===== src/rtl/vga_timing_pkg.sv =====
// Shared 640x480@60 raster constants and RGB332 field layout for the video clock domain.
package vga_timing_pkg;
   localparam int DEF_H_ACTIVE = 640;
   localparam int DEF_H_FP     = 16;
   localparam int DEF_H_SYNC   = 96;
   localparam int DEF_H_BP     = 48;
   localparam int DEF_V_ACTIVE = 480;
   localparam int DEF_V_FP     = 10;
   localparam int DEF_V_SYNC   = 2;
   localparam int DEF_V_BP     = 33;

   localparam int DEF_H_TOTAL = DEF_H_ACTIVE + DEF_H_FP + DEF_H_SYNC + DEF_H_BP;
   localparam int DEF_V_TOTAL = DEF_V_ACTIVE + DEF_V_FP + DEF_V_SYNC + DEF_V_BP;

   // RGB332: red in the top three bits, blue in the bottom two.
   localparam int R_MSB = 7;
   localparam int R_LSB = 5;
   localparam int G_MSB = 4;
   localparam int G_LSB = 2;
   localparam int B_MSB = 1;
   localparam int B_LSB = 0;
endpackage


===== src/rtl/sync_delay_line.sv =====
// Fixed-depth shift register whose every stage resets asynchronously to RESET_VALUE.
module sync_delay_line #(
   parameter int               WIDTH       = 1,
   parameter int               DEPTH       = 1,
   parameter logic [WIDTH-1:0] RESET_VALUE = '0
) (
   input  logic             clk,
   input  logic             reset,
   input  logic [WIDTH-1:0] data,
   output logic [WIDTH-1:0] delayed
);
   logic [WIDTH-1:0] stages [DEPTH];

   always_ff @(posedge clk or posedge reset) begin
      if (reset) begin
         for (int i = 0; i < DEPTH; i++) stages[i] <= RESET_VALUE;
      end else begin
         stages[0] <= data;
         for (int i = 1; i < DEPTH; i++) stages[i] <= stages[i-1];
      end
   end

   assign delayed = stages[DEPTH-1];
endmodule


===== src/rtl/vga_scanout.sv =====
// Free-running raster counter plus sync/de delay so VGA pins line up with renderer color.
module vga_scanout
   import vga_timing_pkg::*;
#(
   parameter int H_ACTIVE    = DEF_H_ACTIVE,
   parameter int H_FP        = DEF_H_FP,
   parameter int H_SYNC      = DEF_H_SYNC,
   parameter int H_BP        = DEF_H_BP,
   parameter int V_ACTIVE    = DEF_V_ACTIVE,
   parameter int V_FP        = DEF_V_FP,
   parameter int V_SYNC      = DEF_V_SYNC,
   parameter int V_BP        = DEF_V_BP,
   parameter bit SYNC_POL    = 1'b0,
   parameter int COLOR_DELAY = 7,
   parameter int BPP         = 8
) (
   input  logic               clk,
   input  logic               reset,
   output logic signed [31:0] count_h,
   output logic signed [31:0] count_v,
   input  logic [BPP-1:0]     color_in,
   output logic               line_start,
   output logic               frame_start,
   output logic               vga_hs,
   output logic               vga_vs,
   output logic               vga_de,
   output logic [2:0]         vga_r,
   output logic [2:0]         vga_g,
   output logic [1:0]         vga_b
);
   localparam int H_TOTAL = H_ACTIVE + H_FP + H_SYNC + H_BP;
   localparam int V_TOTAL = V_ACTIVE + V_FP + V_SYNC + V_BP;
   localparam logic [2:0] IDLE_TIMING = {~SYNC_POL, ~SYNC_POL, 1'b0};

   logic       hs_raw;
   logic       vs_raw;
   logic       de_raw;
   logic [2:0] timing_raw;
   logic [2:0] timing_delayed;

   always_ff @(posedge clk or posedge reset) begin
      if (reset) begin
         count_h <= '0;
         count_v <= '0;
      end else if (count_h == H_TOTAL - 1) begin
         count_h <= '0;
         count_v <= (count_v == V_TOTAL - 1) ? '0 : count_v + 32'sd1;
      end else begin
         count_h <= count_h + 32'sd1;
      end
   end

   // Pulses are suppressed while reset is held so they cannot fire on the held-zero counts.
   assign line_start  = !reset && (count_h == 0);
   assign frame_start = !reset && (count_h == 0) && (count_v == 0);

   assign hs_raw = (count_h >= H_ACTIVE + H_FP && count_h < H_ACTIVE + H_FP + H_SYNC)
                   ? SYNC_POL : ~SYNC_POL;
   assign vs_raw = (count_v >= V_ACTIVE + V_FP && count_v < V_ACTIVE + V_FP + V_SYNC)
                   ? SYNC_POL : ~SYNC_POL;
   assign de_raw = (count_h < H_ACTIVE) && (count_v < V_ACTIVE);
   assign timing_raw = {hs_raw, vs_raw, de_raw};

   generate
      if (COLOR_DELAY == 0) begin : g_no_delay
         assign timing_delayed = timing_raw;
      end else begin : g_delay
         sync_delay_line #(
            .WIDTH      (3),
            .DEPTH      (COLOR_DELAY),
            .RESET_VALUE(IDLE_TIMING)
         ) u_delay (
            .clk    (clk),
            .reset  (reset),
            .data   (timing_raw),
            .delayed(timing_delayed)
         );
      end
   endgenerate

   // Final register joins the delayed timing with the renderer color that matches it.
   always_ff @(posedge clk or posedge reset) begin
      if (reset) begin
         vga_hs <= ~SYNC_POL;
         vga_vs <= ~SYNC_POL;
         vga_de <= 1'b0;
         vga_r  <= '0;
         vga_g  <= '0;
         vga_b  <= '0;
      end else begin
         vga_hs <= timing_delayed[2];
         vga_vs <= timing_delayed[1];
         vga_de <= timing_delayed[0];
         if (timing_delayed[0]) begin
            vga_r <= color_in[R_MSB:R_LSB];
            vga_g <= color_in[G_MSB:G_LSB];
            vga_b <= color_in[B_MSB:B_LSB];
         end else begin
            vga_r <= '0;
            vga_g <= '0;
            vga_b <= '0;
         end
      end
   end
endmodule


===== config.mk =====
export PLATFORM = sky130hd
export DESIGN_NAME = vga_scanout
export DESIGN_NICKNAME = d
export VERILOG_FILES = /design/src/rtl/vga_timing_pkg.sv /design/src/rtl/sync_delay_line.sv /design/src/rtl/vga_scanout.sv
export SDC_FILE = /design/constraint.sdc
export NUM_CORES = 1
export LEC_CHECK = 0
export ABC_AREA = 1
export BUFFER_PORTS_ARGS = -buffer_cell sky130_fd_sc_hd__buf_2
export CAP_MARGIN = 20
export CORE_ASPECT_RATIO = 1.2
export CORE_MARGIN = 3
export CORE_UTILIZATION = 35
export DETAILED_ROUTE_END_ITERATION = 8
export GPL_ROUTABILITY_DRIVEN = 0
export MAX_ROUTING_LAYER = met4
export PLACE_DENSITY = 0.65
export SLEW_MARGIN = 15
export SYNTH_ARGS = -nofsm -noshare
export SYNTH_HDL_FRONTEND = slang
export SYNTH_HIERARCHICAL = 1
export SYNTH_SLANG_ARGS = --single-unit

===== constraint.sdc =====
create_clock -name clk -period 3.89 [get_ports clk]
set_input_delay 0.778 -clock clk [delete_from_list [all_inputs] [get_ports clk]]
set_output_delay 0.778 -clock clk [all_outputs]
set_load 0.1 [all_outputs]

==> results of run 1 <==
[per-layer routing]
layer	track usage (%)	up-vias	share of wire [%]
met5	-	-	0
met3	3.17	17	4.7
met4	5.49	0	1.7
li1	-	2500	-
met2	29.6	136	49
met1	22.0	2223	45
[power by group]
group / total [uW] / switching [uW] / internal, uW
registers: 1000 / 0.730 / 1000
logic: 68.4 / 57.1 / 11.3
clock network: 957 / 394 / 563
total: 2030 / 452 / 1580
[layout make-up]
class                           instances  area [sq um]  share of cell area (%)
Clock buffer                            9           225                    3.57
Clock inverter                          7          93.8                    1.49
Inverter                              107           405                    6.43
Multi-Input combinational cell        548          2410                    38.3
Sequential cell                        96          2420                    38.4
Tap cell                              200           250                    3.97
Timing Repair Buffer                   88           495                    7.86
[how the worst max path moves through the flow]
stage	start	end	slack, ns
after global placement	reset	frame_start	1.40
after global routing	count_h[24]	frame_start	0.88
final	count_h[24]	frame_start	1.03
after detailed placement	count_h[24]	frame_start	1.37
after CTS	count_h[24]	frame_start	0.98
after floorplan	reset	frame_start	0.28
[sequential cells by signal (all words and copies together), names as in the netlist, 2 cells and up]
name	count
g_delay.u_delay/delayed	3
vga_r	3
vga_b	2
g_delay.u_delay/stages	18
count_h	32
vga_g	3
count_v	32
[kinds of logic after synthesis]
kind of cell	share of synthesized area [%]
DFF	45.6
xor gates and xnor gates	3.46
buffers and inverters	9.06
adders and majority gates	1.18
AOI/OAI and AO/OA	1.51
and+or+nand+nor	39.2
[stage by stage]
step	worst slack [ns]	total power, uW	cells	utilization [%]	cell area, sq um
floorplan	0.279	1070	762	-	5320
global placement	1.40	1090	1038	40.7	5960
CTS	0.978	2050	1054	42.9	6280
global route	0.881	2100	1055	43.0	6310
finish	1.03	2030	1055	43.0	6310
detailed placement	1.37	1090	1038	40.7	5960
[worst max-delay path, cell delays in order (launching register included)]
cell	delay, ns
dfrtp_1	0.44
nor2_1	0.13
nand3_1	0.10
nor2_1	0.24
nand2_1	0.22
inv_1	0.14
nand2_1	0.10
nor2_2	0.17
buf_12	0.19
[synthesized netlist by cell type, types with 2 or more instances]
library cell  instances  share of area [%]
buf_2                 4               0.38
buf_4                 3               0.42
buf_6                 3               0.64
dfrtp_1              80                 38
dfstp_2              16                7.9
ha_1                  5                1.2
inv_1               106                7.5
nand2_1             267                 19
nand2_2               2               0.24
nand3_1              69                6.5
nand4_1               5               0.59
nor2_1              137                9.7
nor2_2                2               0.24
nor2_4                2               0.42
nor3_1               16                1.5
nor4_1                2               0.24
o21ai_0              10               0.94
o21ai_1               3               0.28
or2_2                 2               0.24
xnor2_1               2               0.33
xor2_1               19                3.1
==> out/results.tsv, run 1 <==
stage	metric	value	unit
sta	Clock Skew	0.0151	ns
routing	WL/cell	13.2	microns
critical_path	Reg2Reg Depth	7	
sta	post-layout min period	2.86	ns
clocking	TritonCTS Buffers	9	
routing	Routed Antenna Nets	0	
clocking	post_cts resized	0	
logic_synthesis	Warnings, synthesis	6	
clocking	H-tree Lvls	3	
sta	Final Hold Fails	0	
sta	Highest Clock Rate	0.349	GHz
floorplan	Die ar.	16700	sq um
critical_path	CP required	3.11	ns
critical_path	crit start category	register	
floorplan	IO Pins	87	
routing	via count	4876	
run	max_cap viols	0	
logic_synthesis	Net Count, Synth	777	
floorplan	core outline area	14700	sq um
logic_synthesis	Post-Synthesis Cells	762	
cells_and_area	fillers	1587	
critical_path	WP data arrival	2.09	ns
critical_path	Crit Path Class	reg2out	
sta	worst slew pin tran	0.957	ns
placement	PortBufs	86	
min_path	Hold Crit Start	g_delay.u_delay/stages[6]	
logic_synthesis	Avg Cell Area, Syn	6.98	sq um
sta	worst hold slack	0.344	ns
clocking	CTS Hold Bufs	0	
sta	Final setup viols	0	
critical_path	Crit Path Max Fanout	6	
clocking	worst-skew pair later-pin latency	0.35	ns
logic_synthesis	Synth Cell Area	5320	sq um
grt	vias in the first global route	4669	
logic_synthesis	sequential fraction of the synthesis area	45.6	%
clocking	clock slew at reported path FFs	0.07	ns
routing	final WL	13900	microns
logic_synthesis	ys async rst share	100	%
outcome	outcome	completed	
sta	setup repair after global routing missed its margin	no	
logic_synthesis	number of synthesized register bits	96	
clocking	CTS tree	built	
grt	initial antenna violation count	0	
critical_path	R2R Setup Slk	1.48	ns
floorplan	Die Width	119	microns
pwr	Lkg Pwr	0.00326	uW
clocking	Max Buffers Root-to-Sink	2	
routing	routed vias/inst	4.62	
logic_synthesis	number of synthesized flops with an enable pin	0	
sta	final cycle utilization of the critical path	73.6	%
floorplan	die height	141	microns
min_path	hold depth	0	
critical_path	Reg-to-Reg Start	count_h[0]	
sta	setup_tns	0	ns
logic_synthesis	post-synth cell types	28	
min_path	Worst Hold End	g_delay.u_delay/stages[3]	
cells_and_area	most frequent cells in the layout	nand2_1 (267), nor2_1 (136), inv_1 (105), buf_2 (84), dfrtp_1 (80)	
routing	Pre-antenna DRT Iters	4	
pwr	Worst VDD drop	0.183	mV
grt	Tot GR Track Use	17.7	%
grt	first-pass GRT wire length	23100	microns
min_path	Hold WC Path Type	reg2reg	
cells_and_area	Area Growth Syn to Fin	18.6	%
grt	largest net degree at the start of global routing	76	
pwr	pwr dens	322	nW/um^2
sta	Final Max Slew Viols	0	
clocking	Sinks on Clock Net	96	
cells_and_area	Nets	865	
critical_path	reg-to-reg endpoint	count_v[10]	
sta	Rel. slew slack	36.0	%
clocking	CTS root buf	clkbuf_16	
logic_synthesis	Primary FF master, synth	dfrtp_1	
floorplan	FP Rows	48	
clocking	number of setup buffers added after CTS	0	
placement	dpl hpwl	10400	microns
cells_and_area	share of cells above drive strength 1	15.6	%
grt	total gr overflow	0	
critical_path	nature of the critical path endpoint	output pin	
routing	1st-iter DRT viols	323	
routing	DRC Markers	0	
cells_and_area	# diodes	0	
floorplan	Starting Density	36.3	%
cells_and_area	commonest non-fill, non-tap cell in the layout	nand2_1	
No activity file was read; power rests on OpenSTA's default activity.
==> run 2: changes to the inputs <==
Clock period 3.89 ns to 2.8 ns, I/O delays scaled along.
==> run 2 against run 1 <==
Total power grew 37%. Clock skew shrank 0.0019 ns. Count of clock-buffer cells in the layout is the same. Global-route usage is essentially flat. Via count grew 0.86%. Register-to-register slack lost 0.79 ns. Critical path depth is the same. Clock power grew 35%. Design area shrank 0.28%. Largest cell class unchanged.
==> out/results.tsv, run 2 (synthesized netlist as in run 1, its figures left out) <==
stage	metric	value	unit	change
outcome	outcome	completed		
critical_path	CP required	2.24	ns	-0.87 ns
floorplan	die height	141	microns	unchanged
routing	Pre-antenna DRT Iters	6		+2
critical_path	nature of the critical path endpoint	output pin		
routing	final WL	13900	microns	-0.28%
critical_path	WP data arrival	2.02	ns	-0.07 ns
sta	Rel. slew slack	34.2	%	-1.8 points
grt	largest net degree at the start of global routing	76		unchanged
grt	total gr overflow	0		unchanged
critical_path	Crit Path Class	reg2out		
floorplan	Die Width	119	microns	unchanged
floorplan	Die ar.	16700	sq um	unchanged
min_path	Hold WC Path Type	reg2reg		
clocking	TritonCTS Buffers	9		unchanged
critical_path	crit start category	register		
clocking	CTS root buf	clkbuf_16		
routing	via count	4918		+0.86%
cells_and_area	commonest non-fill, non-tap cell in the layout	nand2_1		
routing	DRC Markers	0		unchanged
pwr	clock share of power	46.5	%	-0.7 points
clocking	H-tree Lvls	3		unchanged
cells_and_area	most frequent cells in the layout	nand2_1 (267), nor2_1 (136), inv_1 (105), buf_2 (84), dfrtp_1 (80)		
pwr	power after layout	2770	uW	+37%
routing	routed vias/inst	4.66		+0.77%
sta	Final Max Slew Viols	0		unchanged
grt	GR Layer Usage met1	22.3	%	+0.36 points
routing	WL/cell	13.1	microns	-0.38%
clocking	Sinks on Clock Net	96		unchanged
floorplan	Starting Density	36.3	%	unchanged
grt	met2 GRT Util	28.7	%	-0.93 points
cells_and_area	# diodes	0		unchanged
clocking	number of setup buffers added after CTS	0		unchanged
cells_and_area	Nets	866		+0.12%
pwr	Sw Share	23.6	%	+1.3 points
cells_and_area	Post-Route Utilization	42.9	%	-0.12 points
cells_and_area	share of cells above drive strength 1	15.7	%	+0.099 points
grt	initial antenna violation count	0		unchanged
grt	first-pass GRT wire length	23100	microns	about the same
grt	most used routing layer	met2		
pwr	Comb pwr share	3.2	%	-0.2 points
sta	worst hold slack	0.349	ns	+0.00433 ns
clocking	Max Buffers Root-to-Sink	2		unchanged
cells_and_area	Largest regs	count_h x32, count_v x32, g_delay.u_delay/stages x18		
pwr	Lkg Pwr	0.00326	uW	about the same
floorplan	FP Rows	48		unchanged
routing	Routed Antenna Nets	0		unchanged
sta	Final Hold Fails	0		unchanged
cells_and_area	fillers	1583		-0.25%
clocking	clock slew at reported path FFs	0.07	ns	about the same
min_path	hold depth	0		unchanged
sta	Highest Clock Rate	0.387	GHz	
grt	met3 usage	3.05	%	-0.12 points
sta	setup repair after global routing missed its margin	no		
floorplan	IO Pins	87		unchanged
run	max_cap viols	0		unchanged
clocking	worst-skew pair later-pin latency	0.35	ns	about the same
pwr	pwr dens	440	nW/um^2	+37%
sta	worst slew pin tran	0.987	ns	+0.0299 ns
floorplan	core outline area	14700	sq um	unchanged
grt	vias in the first global route	4583		-1.8%
pwr	sw power	654	uW	+45%
cells_and_area	Area Growth Syn to Fin	18.3	%	
sta	Clock Skew	0.0132	ns	-0.00190 ns
placement	Post-Place Cells	1040		+0.19%
sta	Final setup viols	0		unchanged
pwr	Internal	2120	uW	+34%
clocking	post_cts resized	0		unchanged
clocking	CTS tree	built		
clocking	CTS Hold Bufs	0		unchanged
critical_path	Crit Path Max Fanout	6		unchanged
sta	post-layout min period	2.58	ns	
grt	Tot GR Track Use	17.7	%	+0.036 points
critical_path	Reg2Reg Depth	9		+2
pwr	Worst VDD drop	0.225	mV	+23%
cells_and_area	final cell count without fillers	1056		+0.095%
pwr	share of power burned in registers	50.3	%	+0.8 points
placement	PortBufs	86		unchanged
routing	1st-iter DRT viols	356		+10%
placement	dpl hpwl	10400	microns	+0.41%
sta	final cycle utilization of the critical path	92.2	%	
run 2: worst paths after layout:
check / start / endpoint / slack (ns)
worst max register to register: count_h[0] / count_v[5] / 0.69
worst min register to register: g_delay.u_delay/stages[18] / g_delay.u_delay/stages[15] / 0.35
max in group asynchronous: reset / count_v[4] / 1.58
worst min-delay path: g_delay.u_delay/stages[18] / g_delay.u_delay/stages[15] / 0.35
worst max-delay path: count_h[20] / frame_start / 0.22
min in group asynchronous: reset / g_delay.u_delay/stages[12] / 0.36
run 2: power by group through the flow:
stage                     logic (uW)  registers (uW)  clock network, uW
after global placement          93.2            1420                  0
final                           89.5            1390               1290
after detailed placement        92.5            1420                  0
after floorplan                 24.7            1460                  0
after global routing            98.6            1390               1390
after CTS                       92.8            1390               1320
run 2: worst max-delay path, stage by stage (launching register included):
cell	delay [ns]
dfrtp_1	0.44
nor2_1	0.12
nand2_1	0.06
nor2_1	0.25
nand2_1	0.21
inv_1	0.11
nand2_1	0.14
nor2_4	0.16
buf_12	0.18
run 2: cell type report:
cell class / count / area, sq um / share of cell area [%]
flip-flops and latches: 96 / 2420 / 38.5
multi-input cells: 548 / 2420 / 38.5
repair buffers: 89 / 483 / 7.68
inverters: 107 / 405 / 6.45
well taps: 200 / 250 / 3.98
clock buffers: 9 / 225 / 3.58
clock inverters: 7 / 83.8 / 1.33
run 2: per-stage QoR:
stage | TNS (ns) | cell area, sq um | setup slack, ns
floorplan | -0.341 | 5330 | -0.249
global placement | 0 | 5980 | 0.562
detailed placement | 0 | 5980 | 0.555
CTS | 0 | 6290 | 0.161
global route | 0 | 6290 | 0.0265
finish | 0 | 6290 | 0.219
run 2: layer usage:
layer  routed length [microns]  up-vias
met5                         0        -
met4                       337        0
met3                       695       26
met2                      6620      143
met1                      6200     2252
li1                          -     2497
